<file path="src/rtl/pc_unit_ras.sv">
// Fetch-address generator: program counter, next-PC select, halt/fault state machine
// and a circular return-address stack.
module pc_unit_ras #(
  parameter int unsigned     XLEN         = 32,
  parameter logic [XLEN-1:0] RESET_VECTOR = 32'h5c,
  parameter logic [XLEN-1:0] HALT_ADDR    = 32'h94,
  parameter bit              HALT_EN      = 1'b1,
  parameter int unsigned     RAS_DEPTH    = 4
) (
  input  logic            clk,
  input  logic            reset,
  input  logic            stall,
  input  logic [1:0]      BranchNoCondition,
  input  logic            BranchCondition,
  input  logic [XLEN-1:0] offset,
  input  logic [XLEN-1:0] rs1Data,
  input  logic            ras_push,
  input  logic            ras_pop,
  output logic [XLEN-1:0] pc,
  output logic [XLEN-1:0] next_pc,
  output logic            halted,
  output logic            fault,
  output logic [XLEN-1:0] fault_pc,
  output logic [XLEN-1:0] ras_top,
  output logic            ras_empty,
  output logic            ras_full
);

  localparam int unsigned PW = $clog2(RAS_DEPTH);
  localparam int unsigned CW = PW + 1;
  localparam logic [CW-1:0] DepthC = CW'(RAS_DEPTH);

  typedef enum logic [1:0] {StRun, StHalt, StFault} state_e;

  state_e          state_q, state_d;
  logic [XLEN-1:0] pc_q, pc_d, fault_pc_q, fault_pc_d;
  logic [XLEN-1:0] pc_plus4, target;
  logic            jump_sel, halt_sel, misaligned, ras_active;

  logic [XLEN-1:0] ras_mem [RAS_DEPTH];
  logic [PW-1:0]   sp_q, sp_d, top_idx, ras_wa;
  logic [CW-1:0]   cnt_q, cnt_d;
  logic            ras_we;

  // Next-PC selection: jumps/branches first, then the halt self-loop, then sequential.
  always_comb begin
    pc_plus4 = pc_q + XLEN'(4);
    target   = pc_plus4;
    jump_sel = 1'b0;
    if (BranchNoCondition == 2'b01) begin
      target   = pc_q + offset;
      jump_sel = 1'b1;
    end else if (BranchNoCondition == 2'b10) begin
      target   = (rs1Data + offset) & ~XLEN'(1);
      jump_sel = 1'b1;
    end else if (BranchCondition) begin
      target   = pc_q + offset;
      jump_sel = 1'b1;
    end
    halt_sel   = !jump_sel && HALT_EN && (pc_q == HALT_ADDR);
    misaligned = jump_sel && target[1];
    next_pc    = jump_sel ? target : (halt_sel ? pc_q : pc_plus4);
  end

  // RUN/HALT/FAULT next state; stall or a terminal state holds everything.
  always_comb begin
    state_d    = state_q;
    pc_d       = pc_q;
    fault_pc_d = fault_pc_q;
    if (!stall && state_q == StRun) begin
      if (misaligned) begin
        state_d    = StFault;
        fault_pc_d = pc_q;
      end else begin
        pc_d = next_pc;
        if (halt_sel) state_d = StHalt;
      end
    end
    ras_active = !stall && (state_q == StRun) && !misaligned;
  end

  // RAS pointer/count update; sp_q is the next free slot, so the top is sp_q-1.
  always_comb begin
    top_idx = sp_q - PW'(1);
    sp_d    = sp_q;
    cnt_d   = cnt_q;
    ras_we  = 1'b0;
    ras_wa  = sp_q;
    if (ras_active) begin
      if (ras_push && ras_pop && cnt_q != '0) begin
        ras_we = 1'b1;
        ras_wa = top_idx;
      end else if (ras_push) begin
        // When full, the slot at sp_q holds the oldest entry and is overwritten.
        ras_we = 1'b1;
        sp_d   = sp_q + PW'(1);
        if (cnt_q != DepthC) cnt_d = cnt_q + CW'(1);
      end else if (ras_pop && cnt_q != '0) begin
        sp_d  = top_idx;
        cnt_d = cnt_q - CW'(1);
      end
    end
  end

  // State, PC, fault capture and RAS pointers.
  always_ff @(posedge clk) begin
    if (reset) begin
      state_q    <= StRun;
      pc_q       <= RESET_VECTOR;
      fault_pc_q <= '0;
      sp_q       <= '0;
      cnt_q      <= '0;
    end else begin
      state_q    <= state_d;
      pc_q       <= pc_d;
      fault_pc_q <= fault_pc_d;
      sp_q       <= sp_d;
      cnt_q      <= cnt_d;
    end
  end

  // RAS storage; contents are meaningless while count is zero, so no reset needed.
  always_ff @(posedge clk) begin
    if (ras_we) ras_mem[ras_wa] <= pc_plus4;
  end

  // Registered outputs and occupancy flags.
  always_comb begin
    pc        = pc_q;
    fault_pc  = fault_pc_q;
    halted    = (state_q == StHalt);
    fault     = (state_q == StFault);
    ras_empty = (cnt_q == '0);
    ras_full  = (cnt_q == DepthC);
    ras_top   = ras_empty ? '0 : ras_mem[top_idx];
  end

endmodule

</file>
<file path="config.mk">
export PLATFORM = sky130hd
export DESIGN_NAME = pc_unit_ras
export DESIGN_NICKNAME = d
export VERILOG_FILES = /design/src/rtl/pc_unit_ras.sv
export SDC_FILE = /design/constraint.sdc
export NUM_CORES = 1
export LEC_CHECK = 0
export BUFFER_PORTS_ARGS = -buffer_cell sky130_fd_sc_hd__buf_2
export CORE_MARGIN = 2
export CORE_UTILIZATION = 50
export DETAILED_ROUTE_END_ITERATION = 16
export PLACE_DENSITY = 0.82
export SYNTH_ARGS = -nofsm -noshare
export SYNTH_HDL_FRONTEND = slang
export SYNTH_SLANG_ARGS = --single-unit
</file>
<file path="constraint.sdc">
create_clock -name clk -period 5.9 [get_ports clk]
set_input_delay 0.295 -clock clk [delete_from_list [all_inputs] [get_ports clk]]
set_output_delay 0.295 -clock clk [all_outputs]
set_load 0.05 [all_outputs]
</file>
Yosys cells after proc, flatten, opt, wreduce, memory -nomap -nowiden
Memories as Yosys holds them, arrays and structs flattened.
Cells that the tools add are included.
Widths: inputs -> output; s select.
{"block": "op_classes", "reduce_logical": 20, "mux": 23, "eq_ne": 8, "bitwise": 2, "add_sub_neg": 7}
{"cell": "$mux 32", "n": 6}
{"cell": "$add 32x32->32", "n": 2}
{"cell": "$add 32x3->32 const B", "n": 1}
{"cell": "$eq 32x8->1 const B", "n": 1}
{"cell": "$mux 2", "n": 6}
{"cell": "$mux 3", "n": 3}
{"cell": "$mux 1", "n": 8}
{"cell": "$logic_and 1x1->1", "n": 7}
{"cell": "$reduce_and 2->1", "n": 3}
{"cell": "$eq 2x1->1 const B", "n": 2}
{"cell": "$eq 2x2->1 const B", "n": 2}
{"cell": "$reduce_and 4->1", "n": 1}
{"cell": "$reduce_bool 2->1", "n": 2}
{"cell": "$add 3x1->3 const B", "n": 1}
{"cell": "$eq 3x3->1 const B", "n": 1}
{"cell": "$logic_not 1->1", "n": 3}
{"cell": "$logic_not 3->1", "n": 1}
{"cell": "$ne 3x3->1 const B", "n": 1}
{"cell": "$reduce_and 3->1", "n": 1}
{"cell": "$reduce_bool 3->1", "n": 1}
{"cell": "$sub 3x1->3 const B", "n": 1}
{"cell": "$add 2x1->2 const B", "n": 1}
{"cell": "$logic_not 2->1", "n": 1}
{"cell": "$ne 2x1->1 const B", "n": 1}
{"cell": "2 further kinds", "n": 3}
{"block": "word_totals", "output_inout_bits": 132, "ramBits": 128, "word_cells": 66, "n_memories": 1, "register_bits": 71, "input_bits": 72}
{"name": "ras_mem", "depth": 4, "word_bits": 32, "rd": 1, "rd_clocked_by_memory_dff": 0, "write_ports": 1, "line": "40", "rtl": "logic [XLEN-1:0] ras_mem [RAS_DEPTH];"}

Longest topological paths before layout
{"block": "logic_depth", "depth_word": 10, "depth_mapped": 12, "mapped_depth_nobuf": 12}

Least setup slack after synthesis
OpenSTA, ideal clock, no wires.
{"block": "synth_path", "path_kind": "register to register", "from": "reg pc_q[0] (netlist: pc[0])", "to": "mem ras_mem[1][0], enable pin", "setup_ns": 0.461, "arrival_ns": 4.225, "required_time_ns": 5.439, "synth_period_minus_slack_ns": 4.686, "setup_slack_ns": 1.214, "path_stages_with_launch": 10, "n_path_buf": 2, "path_cell_list": "dfxtp_1 > ha_1 > inv_1 > fa_1 > nor2_1 > o21ai_0 > nand2_1 > clkbuf_1 > clkbuf_1 > nor3_1"}
{"block": "synth_between", "elab_chain_len": 10, "elab_cells_between_ends": 12, "cone_classes": "add/sub: 2; mux: 7; reduce/logical: 3"}
{"item": "start, declared", "line": "36", "rtl": "logic [XLEN-1:0] pc_q, pc_d, fault_pc_q, fault_pc_d;"}
{"item": "start signal, assigned", "line": "115", "rtl": "pc_q <= pc_d;"}
{"item": "$add 32x3->32 / $add 32x32->32 (equally long branches)", "line": "47, 51, 57"}
{"item": "$mux 32", "line": "56", "rtl": "end else if (BranchCondition) begin"}
{"item": "$mux 32", "line": "53", "rtl": "end else if (BranchNoCondition == 2'b10) begin"}
{"item": "$mux 32 *", "line": "50", "rtl": "if (BranchNoCondition == 2'b01) begin"}
{"item": "$logic_and 1x1->1 *", "line": "61", "rtl": "misaligned = jump_sel && target[1];"}
{"item": "$logic_not 1->1 *", "line": "79", "rtl": "ras_active = !stall && (state_q == StRun) && !misaligned;"}
{"item": "$logic_and 1x1->1 *", "line": "79"}
{"item": "$mux 1", "line": "89", "rtl": "if (ras_active) begin"}
{"item": "$mux 1", "line": "124", "rtl": "if (ras_we) ras_mem[ras_wa] <= pc_plus4;"}
{"item": "$mux 1 (implied by the code)", "line": "124"}
{"item": "end, declared", "line": "40"}
Mark *: on every way between the ends. The rest lies on a longest branch, timed or not.

Final worst setup path
{"block": "layout_path", "from": "reg pc_q[0] (netlist: pc[0])", "to": "out next_pc[30]"}
{"block": "layout_between", "elab_chain_len": 5, "elab_cells_between_ends": 9, "cone_classes": "add/sub: 2; eq/ne: 1; mux: 5; reduce/logical: 1"}
{"item": "$add 32x3->32 / $add 32x32->32 (equally long branches)", "line": "47, 51, 57"}
{"item": "$mux 32", "line": "56"}
{"item": "$mux 32", "line": "53"}
{"item": "$mux 32", "line": "50"}
{"item": "$mux 32 *", "line": "62", "rtl": "next_pc = jump_sel ? target : (halt_sel ? pc_q : pc_plus4);"}
{"item": "end, declared", "line": "20", "rtl": "output logic [XLEN-1:0] next_pc,"}
Marked as above.

==> results.yml <==
status:
  status: "completed"
synth:
  synth_top_area_share_pct: 31.2
  ys_seq_area_share_pct: 42.7
  syn_area_um2: 12300
  synth.distinct_cells: 85
  syn_nets: 1381
  synth_edf_count: 128
  ys_seq_elements: 199
  ys_top_cells_by_area: "edfxtp_1, dfxtp_1, ha_1"
  yosys_warnings: 0
  async_reset_ff_share_pct: 0
  syn_inst: 1243
  synth_area_per_cell_um2: 9.92
  ys.flop_type: "edfxtp_1"
  yosysTopAreaCell: "edfxtp_1"
sta:
  hold_viol: 0
  worst_pin_slew_ps: 1250
  setup_viol: 0
  maxSlewViolCount: 0
  skew_ps: 10.2
  layout_min_cycle_time_ps: 4100
  rsz0062_at_grt: "false"
  finalCritPeriodShare_pct: 69.6
  setup_slack_ps: 1800
  slew_headroom_pct: 16.4
  max_freq_mhz: 244
  tns_ps: 0
critical_path:
  max_stage_delay_ps: 530
  rrSetupSlack_ps: 2370
  crit_path_end_kind: "output pin"
  path_buf_inv: 2
  endpoint: "next_pc[30]"
  worstReg2RegEnd: "ras_mem[2][8]"
  crit_top_cell: "a31oi_1"
  worstPathArrival_ps: 3810
  cp_max_fo: 10
  critPathTopFamily: "compound AO/OA/AOI/OAI gates"
  reg2regPathDepth: 9
  cp_slowest_cell: "dfxtp_1"
  crit_start: "pc[0]"
  path_cells: "ha_1, inv_1, fa_1, and2b_1, o211ai_1, a21boi_1, a211o_1, a31oi_1, o21ai_1, a21o_1, a31oi_1, a221oi_1, buf_2"
  worstPathRequired_ps: 5610
  worstSetupPathType: "reg -> out"
  start_kind: "flip-flop"
  reg2reg_from: "pc[0]"
  path_depth: 13
power:
  p_int_mw: 2.59
  p_sw_share_pct: 38.4
  power_frac_comb_pct: 34.5
  irDropWorstVdd_uv: 224
  cellLeakagePower_nw: 5.82
  power_frac_seq_pct: 39.2
  powerDensity_nw_per_um2: 297
  switchingPower_mw: 1.61
  pwr-share-clk_pct: 26.3
clock_tree:
  numCtsBuffers: 17
  htree_levels: 4
  clock_path_buffers: 2
  cts_tree: "built"
  post-cts-setup-buffers: 0
  ctsResizeCount: 0
  cts_sinks: 199
  clk_pin_slew_worst_paths_ps: 70
  ctsHoldBuffers: 0
  cts_root_buf: "clkbuf_16"
  insertion_delay_ps: 440
routing:
  drt-initial-drc-count: 1090
  firstDrtPassIters: 6
  ant_nets: 0
  routed_wl_um: 37400
  route.detailed.drc: 0
  dr_total_vias: 10717
  route.detailed.vias_per_inst: 6.13
  detail_route.wl_per_cell_um: 21.4
finish:
  drive_above_1_share_pct: 22.6
  antennaDiodeCount: 0
  area_growth_pct: 14.7
  fin_nets: 1548
global_route:
  grt_max_degree: 55
  gr-total-overflow: 0
  gr-usage-all-layers_pct: 28.4
  grt_pass1_wl_um: 56900
  grt_pass1_vias: 10005
  grt_antenna_before_repair: 0
floorplan:
  die_height_um: 161
  die_w_um: 161
  initial_utilization_pct: 50.9
  die_area_um2: 25900
  core_um2: 24200
  rows: 57
  ios: 204
placed_design:
  io_buffers: 203
  dp_slack_ps: 2350
  hpwlAfterDp_um: 28000
  globalplace.congestion: 0.991
job:
  drv_cap: 0
min_path:
  hold_path_class: "in -> reg"
## cells by family (layout without fill, tap and decap cells)
family,count (synthesis),after routing,synth area share (%)
AOI/OAI and AO/OA,313,313,16.9
buffers and inverters,90,270,3.05
DFF,199,199,42.7
and+or+nand+nor,451,451,17.8
xor gates and xnor gates,83,83,6.02
muxes,41,41,6.60
adders and majority gates,66,66,6.88
## metal layers
| layer | track usage [%] | part of all wire (%) | vias up |
|---|---|---|---|
| li1 | - | - | 4945 |
| met1 | 40.7 | 43 | 5138 |
| met2 | 43.6 | 45 | 555 |
| met3 | 4.24 | 9.0 | 79 |
| met4 | 11.4 | 3.4 | 0 |
| met5 | 0 | 0 | - |
## worst register-to-register path, cell delays in order, from the launching register on
cell and delay, ps:
dfxtp_1 530, ha_1 240, inv_1 50, fa_1 480, nor2_1 50, o21ai_0 290, and2_1 280, nand4_1 180
nor2_2 710, buf_4 410
## power by group through the flow
stage	combinational, mW	sequential, mW	clock (mW)
3_3_place_gp	1.41	1.67	0
3_5_place_dp	1.42	1.67	0
5_1_grt	1.54	1.65	1.16
4_1_cts	1.43	1.64	1.12
6_report	1.45	1.64	1.11
2_1_floorplan	0.974	1.74	0
## through the flow
| stage | hold slack, ps | util [%] | instances | instance area (um^2) | power (mW) |
|---|---|---|---|---|---|
| after floorplan | 474 | - | 1243 | 12300 | 2.71 |
| after global placement | 441 | 56.0 | 1715 | 13600 | 3.07 |
| after detailed placement | 446 | 56.0 | 1715 | 13600 | 3.09 |
| after CTS | 358 | 58.3 | 1747 | 14100 | 4.19 |
| after global routing | 420 | 58.3 | 1747 | 14100 | 4.35 |
| final | 388 | 58.3 | 1747 | 14100 | 4.20 |
## layout by cell type (no fill, tap or decap), drive strengths merged, types with 5 or more instances in the layout
| master | synthesis | layout |
|---|---|---|
| buf | 27 | 218 |
| ha | 63 | 63 |
| a21oi | 120 | 120 |
| xnor2 | 51 | 51 |
| a41oi | 5 | 5 |
| dfxtp | 71 | 71 |
| edfxtp | 128 | 128 |
| xor2 | 32 | 32 |
| mux4 | 32 | 32 |
| and4 | 5 | 5 |
| mux2i | 7 | 7 |
| nor4 | 7 | 7 |
| nor3 | 28 | 28 |
| a21o | 34 | 34 |
| o22ai | 7 | 7 |
| a211oi | 9 | 9 |
| o21bai | 5 | 5 |
| nand3 | 28 | 28 |
| nand2b | 11 | 11 |
| o41ai | 9 | 9 |
| and2 | 8 | 8 |
| o211ai | 14 | 14 |
| nand4 | 18 | 18 |
| inv | 20 | 25 |
| o21a | 8 | 8 |
| o21ai | 46 | 46 |
| nor2 | 97 | 97 |
| a31oi | 10 | 10 |
| nor4b | 5 | 5 |
| and3 | 20 | 20 |
| clkbuf | 43 | 24 |
| nor2b | 46 | 46 |
| nand2 | 163 | 163 |
## registers in the layout, summed over array words and instances, names as in the netlist
name / flops
ras_mem: 128
fault_pc: 32
pc: 32
cnt_q: 3
sp_q: 2
state_q: 2
## worst min-delay path by stage
stage / start / end / slack [ps] / depth (start not counted)
2_1_floorplan: state_q[0] / state_q[0] / 470 / 2
3_3_place_gp: fault_pc[4] / fault_pc[4] / 440 / 2
3_5_place_dp: fault_pc[9] / fault_pc[9] / 450 / 2
4_1_cts: ras_push / cnt_q[2] / 360 / 5
5_1_grt: ras_push / cnt_q[2] / 420 / 5
6_report: ras_push / cnt_q[2] / 390 / 5
## cells in the mapped netlist, types with 17 or more instances
| master | n |
|---|---|
| a21o_1 | 34 |
| a21oi_1 | 117 |
| and3_1 | 20 |
| buf_2 | 18 |
| clkbuf_1 | 42 |
| dfxtp_1 | 71 |
| edfxtp_1 | 128 |
| ha_1 | 63 |
| inv_1 | 19 |
| mux4_2 | 32 |
| nand2_1 | 162 |
| nand3_1 | 26 |
| nand4_1 | 17 |
| nor2_1 | 96 |
| nor2b_1 | 43 |
| nor3_1 | 26 |
| o21ai_0 | 38 |
| xnor2_1 | 49 |
| xor2_1 | 32 |
## layout make-up
class	count	area [um^2]
Clock buffer	24	503
Inverter	20	75.1
Timing Repair Buffer	218	1130
Fill cell	2078	10100
Tap cell	324	405
Multi-Input combinational cell	954	6710
Sequential cell	199	5270
Clock inverter	8	58.8
(Power assumes the default switching activity.)
